--- config.mk ---
export PLATFORM = sky130hd
export DESIGN_NAME = wb_arbiter_flat
export DESIGN_NICKNAME = d
export VERILOG_FILES = /design/src/rtl/wb_arbiter_if.sv /design/src/rtl/wb_arbiter.sv /design/src/flat_wrapper.sv
export SDC_FILE = /design/constraint.sdc
export NUM_CORES = 1
export LEC_CHECK = 0
export BUFFER_PORTS_ARGS = -buffer_cell sky130_fd_sc_hd__buf_2
export CELL_PAD_IN_SITES_DETAIL_PLACEMENT = 0
export CELL_PAD_IN_SITES_GLOBAL_PLACEMENT = 2
export CORE_UTILIZATION = 30
export CTS_CLUSTER_SIZE = 25
export DETAILED_ROUTE_END_ITERATION = 10
export PLACE_DENSITY_LB_ADDON = 0.15
export SLEW_MARGIN = 0
export SYNTH_ARGS = -nofsm -noshare
export SYNTH_HDL_FRONTEND = slang
export SYNTH_SLANG_ARGS = --single-unit
--- constraint.sdc ---
create_clock -name clk -period 3.8 [get_ports clk]
set_clock_uncertainty 0.15 [all_clocks]
set_input_delay 0 -clock clk [delete_from_list [all_inputs] [get_ports clk]]
set_output_delay 0 -clock clk [all_outputs]
set_load 0.05 [all_outputs]
--- src/rtl/wb_arbiter_if.sv ---
`default_nettype none
// ============================================================================
//  Module      : wb_arbiter_if
//  Description : Bus bundle for the writeback arbiter. Carries the ALU
//                result stream, the load-data stream and the register file
//                write port.
//                  ALU : alu_valid, alu_rd, alu_data  -> alu_stall
//                  LD  : ld_valid, ld_rd, ld_data, ld_funct3 -> ld_ready
//                  WR  : wr_en, wr_num, wr_data, busy
//                The slave modport is the arbiter; the master modport is the
//                surrounding pipeline (issue/LSU/register file side).
//  Revision    : 1.0 - initial release
// ============================================================================
interface wb_arbiter_if #(
    parameter int DW = 32,
    parameter int AW = 5
);
    logic          alu_valid;
    logic [AW-1:0] alu_rd;
    logic [DW-1:0] alu_data;
    logic          alu_stall;

    logic          ld_valid;
    logic          ld_ready;
    logic [AW-1:0] ld_rd;
    logic [DW-1:0] ld_data;
    logic [2:0]    ld_funct3;

    logic [AW-1:0] wr_num;
    logic [DW-1:0] wr_data;
    logic          wr_en;
    logic          busy;

    modport slave (
        input  alu_valid, alu_rd, alu_data,
        output alu_stall,
        input  ld_valid, ld_rd, ld_data, ld_funct3,
        output ld_ready,
        output wr_num, wr_data, wr_en, busy
    );

    modport master (
        output alu_valid, alu_rd, alu_data,
        input  alu_stall,
        output ld_valid, ld_rd, ld_data, ld_funct3,
        input  ld_ready,
        input  wr_num, wr_data, wr_en, busy
    );
endinterface
`default_nettype wire

--- src/rtl/wb_arbiter.sv ---
`default_nettype none
// ============================================================================
//  Module      : wb_arbiter
//  Description : Writeback arbiter in front of the register file write port.
//                ALU results (single cycle) take priority; load results are
//                buffered in a 2-entry FIFO and drained whenever no ALU
//                result claims the port. The ALU is stalled only while the
//                FIFO is full, so loads can never starve.
//  Ports       : clk   - clock, rising edge
//                rst_n - asynchronous active-low reset
//                bus   - wb_arbiter_if.slave (ALU, load and write-port groups)
//  Options     : WB_LOAD_EXT_EN - when defined, popped load data is sign- or
//                zero-extended according to its RV32 funct3.
//  Revision    : 1.0 - initial release
// ============================================================================
module wb_arbiter #(
    parameter int DW = 32,
    parameter int AW = 5
) (
    input  logic          clk,
    input  logic          rst_n,
    wb_arbiter_if.slave   bus
);

    localparam logic [1:0] c_FULL = 2'd2;

    // FIFO state
    logic [1:0]    count_q, count_d;
    logic          wptr_q, wptr_d;
    logic          rptr_q, rptr_d;
    logic [AW-1:0] rd_mem_q   [2];
    logic [DW-1:0] data_mem_q [2];

    // Registered write port
    logic          wr_en_q, wr_en_d;
    logic [AW-1:0] wr_num_q, wr_num_d;
    logic [DW-1:0] wr_data_q, wr_data_d;

    logic          w_full;
    logic          w_sel_alu;
    logic          w_pop;
    logic          w_push;
    logic          w_sel_valid;
    logic [AW-1:0] w_sel_rd;
    logic [DW-1:0] w_sel_data;
    logic [DW-1:0] w_head_data;

`ifdef WB_LOAD_EXT_EN
    logic [2:0]    f3_mem_q [2];

    function automatic logic [DW-1:0] f_ext(input logic [DW-1:0] d,
                                            input logic [2:0]    f3);
        logic [DW-1:0] r;
        case (f3)
            3'b000:  r = {{(DW-8){d[7]}},   d[7:0]};
            3'b001:  r = {{(DW-16){d[15]}}, d[15:0]};
            3'b100:  r = {{(DW-8){1'b0}},   d[7:0]};
            3'b101:  r = {{(DW-16){1'b0}},  d[15:0]};
            default: r = d;
        endcase
        return r;
    endfunction

    assign w_head_data = f_ext(data_mem_q[rptr_q], f3_mem_q[rptr_q]);

    always_ff @(posedge clk) begin
        if (w_push) begin
            f3_mem_q[wptr_q] <= bus.ld_funct3;
        end
    end
`else
    // funct3 is carried on the bus but has no effect without extension.
    logic w_unused_funct3;
    assign w_unused_funct3 = ^bus.ld_funct3;
    assign w_head_data     = data_mem_q[rptr_q];
`endif

    // Status is derived from the registered count only, so ld_valid never
    // reaches alu_stall/ld_ready/busy combinationally.
    assign w_full        = (count_q == c_FULL);
    assign bus.ld_ready  = ~w_full;
    assign bus.busy      = (count_q != 2'd0);
    assign bus.alu_stall = bus.alu_valid & w_full;

    assign w_sel_alu = bus.alu_valid & ~w_full;
    assign w_pop     = ~w_sel_alu & (count_q != 2'd0);
    assign w_push    = bus.ld_valid & ~w_full;

    // FIFO payload storage needs no reset: count gates every read.
    always_ff @(posedge clk) begin
        if (w_push) begin
            rd_mem_q[wptr_q]   <= bus.ld_rd;
            data_mem_q[wptr_q] <= bus.ld_data;
        end
    end

    always_comb begin
        count_d     = count_q;
        wptr_d      = wptr_q;
        rptr_d      = rptr_q;
        wr_en_d     = 1'b0;
        wr_num_d    = wr_num_q;
        wr_data_d   = wr_data_q;
        w_sel_valid = 1'b0;
        w_sel_rd    = '0;
        w_sel_data  = '0;

        if (w_sel_alu) begin
            w_sel_valid = 1'b1;
            w_sel_rd    = bus.alu_rd;
            w_sel_data  = bus.alu_data;
        end else if (w_pop) begin
            w_sel_valid = 1'b1;
            w_sel_rd    = rd_mem_q[rptr_q];
            w_sel_data  = w_head_data;
        end

        // x0 writes are consumed silently; the port keeps its last values.
        if (w_sel_valid && (w_sel_rd != '0)) begin
            wr_en_d   = 1'b1;
            wr_num_d  = w_sel_rd;
            wr_data_d = w_sel_data;
        end

        if (w_push) begin
            wptr_d = ~wptr_q;
        end
        if (w_pop) begin
            rptr_d = ~rptr_q;
        end

        case ({w_push, w_pop})
            2'b10:   count_d = count_q + 2'd1;
            2'b01:   count_d = count_q - 2'd1;
            default: count_d = count_q;
        endcase
    end

    always_ff @(posedge clk or negedge rst_n) begin
        if (!rst_n) begin
            count_q   <= 2'd0;
            wptr_q    <= 1'b0;
            rptr_q    <= 1'b0;
            wr_en_q   <= 1'b0;
            wr_num_q  <= '0;
            wr_data_q <= '0;
        end else begin
            count_q   <= count_d;
            wptr_q    <= wptr_d;
            rptr_q    <= rptr_d;
            wr_en_q   <= wr_en_d;
            wr_num_q  <= wr_num_d;
            wr_data_q <= wr_data_d;
        end
    end

    assign bus.wr_en   = wr_en_q;
    assign bus.wr_num  = wr_num_q;
    assign bus.wr_data = wr_data_q;

endmodule
`default_nettype wire
--- src/flat_wrapper.sv ---
// flat-port wrapper written by rule: the top's interface ports become plain ports
module wb_arbiter_flat 
#(
    parameter int DW = 32,
    parameter int AW = 5
)
  (clk, rst_n, bus_alu_valid, bus_alu_rd, bus_alu_data, bus_alu_stall, bus_ld_valid, bus_ld_rd, bus_ld_data, bus_ld_funct3, bus_ld_ready, bus_wr_num, bus_wr_data, bus_wr_en, bus_busy);
  wb_arbiter_if #(.DW(DW), .AW(AW)) bus_i ();
  input  logic clk;
  input  logic rst_n;
  input wire logic [$bits(bus_i.alu_valid)-1:0] bus_alu_valid;
  input wire logic [$bits(bus_i.alu_rd)-1:0] bus_alu_rd;
  input wire logic [$bits(bus_i.alu_data)-1:0] bus_alu_data;
  output wire logic [$bits(bus_i.alu_stall)-1:0] bus_alu_stall;
  input wire logic [$bits(bus_i.ld_valid)-1:0] bus_ld_valid;
  input wire logic [$bits(bus_i.ld_rd)-1:0] bus_ld_rd;
  input wire logic [$bits(bus_i.ld_data)-1:0] bus_ld_data;
  input wire logic [$bits(bus_i.ld_funct3)-1:0] bus_ld_funct3;
  output wire logic [$bits(bus_i.ld_ready)-1:0] bus_ld_ready;
  output wire logic [$bits(bus_i.wr_num)-1:0] bus_wr_num;
  output wire logic [$bits(bus_i.wr_data)-1:0] bus_wr_data;
  output wire logic [$bits(bus_i.wr_en)-1:0] bus_wr_en;
  output wire logic [$bits(bus_i.busy)-1:0] bus_busy;
  assign bus_i.alu_valid = bus_alu_valid;
  assign bus_i.alu_rd = bus_alu_rd;
  assign bus_i.alu_data = bus_alu_data;
  assign bus_alu_stall = bus_i.alu_stall;
  assign bus_i.ld_valid = bus_ld_valid;
  assign bus_i.ld_rd = bus_ld_rd;
  assign bus_i.ld_data = bus_ld_data;
  assign bus_i.ld_funct3 = bus_ld_funct3;
  assign bus_ld_ready = bus_i.ld_ready;
  assign bus_wr_num = bus_i.wr_num;
  assign bus_wr_data = bus_i.wr_data;
  assign bus_wr_en = bus_i.wr_en;
  assign bus_busy = bus_i.busy;
  wb_arbiter #(.DW(DW), .AW(AW)) u_core (.clk(clk), .rst_n(rst_n), .bus(bus_i));
endmodule
==> run summary <==
status - completed
Core ar. - 15,300 um^2
io pins - 122
worst-skew pair later-pin latency - 0.40 ns
Commonest cells post-synth - edfxtp_1 (74), dfrtp_1 (42), mux2i_1 (37)
Warnings, synthesis - 0
synthesized area - 4690 um^2
CP top delay family - simple AND/OR/NAND/NOR gates
Setup WS pre-CTS - 1.42 ns
final period utilization - 61.5%
Syn Nets - 354
Placed Instances - 590
endpoints failing hold - 0
floorplan row count - 45
leading post-synthesis cells by cell area - edfxtp_1 (47%), dfrtp_1 (22%), mux2i_1 (7.9%)
Die X - 127 um
FF-to-FF Start - u_core.count_q[0]
CP endpoint kind - flop
htree depth - 4
Chip Height - 127 um
largest net degree at the start of global routing - 43
relative slew slack - 30.8%
crit path kind - reg -> reg
met2 WL post-DR - 5.40 mm
Congestion Overflow GR - 0
fin crit period - 2.34 ns
Resized Gates After CTS - 0
Post-CTS Setup Repair Bufs - 0
Worst path slowest cell - buf_4
Post-Route WL - 10.8 mm
worst endpoint required time - 3.93 ns
register area share after synthesis - 69.8%
ys flop type - edfxtp_1
Cell Chain, Critical Path - nand2b_2, and2_4, a22oi_2, buf_4, mux2_2
Detailed Place HPWL - 6.15 mm
Mapped Avg Cell Area - 17.3 um^2
vias in the first global route - 3,185
Root Driver - clkbuf_16
post-route ant nets - 0
Layout Cells excl Fill - 698
final total power - 5.88 mW
initial antenna violation count - 0
TritonCTS clock tree - yes
CTS clk-pin slew, worst paths - 0.05 ns
Worst R2R Path Depth - 5
Max-cap violations - 0
n_diodes - 0
Worst-Margin Slew - 1.04 ns
synthesized instance count - 272
top routing layer in use - met4
most common cell in the synthesized netlist - edfxtp_1
clock buffer depth - 2
CP startpoint kind - flop
Final setup viols - 0
Min-Delay Path Class - in -> reg
IO Port Bufs - 118
hold path start - bus_alu_valid
Post-synth EDFFs - 74
CP Buf/Inv Count - 1
vias per cell - 4.32
Pwr per Cell Area - 865 nW/um^2
Worst EP arrival - 2.47 ns
ys async rst share - 36.2%
Yosys cell types - 29
setup TNS - 0 ns
number of CTS-inserted buffers - 17
fmax - 428 MHz
DIE AREA - 16,100 um^2
Initial DRT Pass Iterations - 4
vias - 3,015
Post-Route M1 WL - 4.82 mm
1st-iter DRT viols - 103
RSZ-0062 raised after global routing - no
Placer Congestion - 0.686
worst setup margin - 1.46 ns
area grow syn2layout - 44.7%
Hold Path Stages - 6
Total GRT Usage - 14.2%
met3 WL post-DR - 437 um
crit path to - u_core.bus.wr_data[16]
Avg WL per Cell - 15.4 um
Worst VDD drop - 474 uV
P_leak - 2.82 nW
layout cells sized above 1 - 38.0%
Slew Limit Fails - 0
first-pass GRT wire length - 16.7 mm
CTS sink cnt - 116
R2R setup slack - 1.46 ns
Hold Buf Count CTS - 76
Critical path origin - u_core.count_q[0]
Initial Util - 30.8%
Yosys top cell by area - edfxtp_1
FF-to-FF End - u_core.bus.wr_data[16]
Nets - 556
Yosys top cell area share - 47.4%
# DRC - 0
Critical Path Fanout Max - 38
synthesized flop and latch total - 116
crit-path max cell delay - 0.44 ns
critical path depth - 5
[kinds of logic after synthesis]
group | Yosys count | synth area share (%)
adders and majority gates | 1 | 0.267
buffers and inverters | 20 | 2.85
and+or+nand+nor | 22 | 2.37
AOI/OAI and AO/OA | 39 | 7.44
muxes | 69 | 16.4
xor gates and xnor gates | 5 | 0.933
DFF | 116 | 69.8
[tightest hold or removal path: cells and delay by family]
kind / cells / cell delay (ns)
XOR/XNOR: 1 / 0.06
adder cells (fa/ha/maj): 1 / 0.16
buffers and inverters: 2 / 0.19
AND/OR/NAND/NOR: 2 / 0.12
[power by group]
part | total [mW] | internal (mW) | switching [mW] | leakage [nW]
clock network | 1.44 | 0.932 | 0.510 | 0.268
logic | 2.45 | 0.861 | 1.59 | 1.36
registers | 1.98 | 1.81 | 0.178 | 1.19
[metrics by stage]
stage                     cell area [um^2]  util [%]  hold slack, ns
after floorplan                       4690         -          -0.446
after global placement                5480      35.9         0.00931
after detailed placement              5480      35.9          0.0210
after CTS                             6790      44.5          0.0124
after global routing                  6790      44.5          0.0670
final                                 6790      44.5          0.0279
[sequential cells by signal (all words and copies together) (netlist names)]
register,cells
u_core.bus.wr_data,32
u_core.bus.wr_en,1
u_core.bus.wr_num,5
u_core.count_q,2
u_core.data_mem_q,64
u_core.rd_mem_q,10
u_core.rptr_q,1
u_core.wptr_q,1
[layout by cell type, fill, tap and decap left out, types with 6 or more instances in the layout]
master,n
edfxtp_1,74
dfrtp_1,41
o2bb2ai_1,32
clkbuf_16,17
clkbuf_8,6
nor2_1,8
mux2i_1,37
mux2_4,10
dlygate4sd3_1,76
mux2_2,18
buf_2,118
buf_4,6
[layout make-up]
class / instances / area (um^2)
clock buffers: 28 / 527
clock inverters: 4 / 21.3
fillers: 1424 / 8470
inverters: 3 / 11.3
multi-input cells: 136 / 1300
flip-flops and latches: 116 / 3270
well taps: 211 / 264
repair buffers: 200 / 1400
[layer usage]
metal / vias to the layer above / GRT usage, %
li1: 1472 / -
met1: 1457 / 16.5
met2: 79 / 24.5
met3: 7 / 4.61
met4: 0 / 5.46
met5: - / 0
[how the worst min path moves through the flow]
stage | end | slack (ns)
2_1_floorplan | u_core.bus.wr_data[0] | -0.45
3_3_place_gp | u_core.count_q[1] | 0.009
3_5_place_dp | u_core.count_q[1] | 0.02
4_1_cts | u_core.count_q[0] | 0.01
5_1_grt | u_core.count_q[0] | 0.07
6_report | u_core.count_q[0] | 0.03
Note: power is estimated with default switching activity, not from simulation.
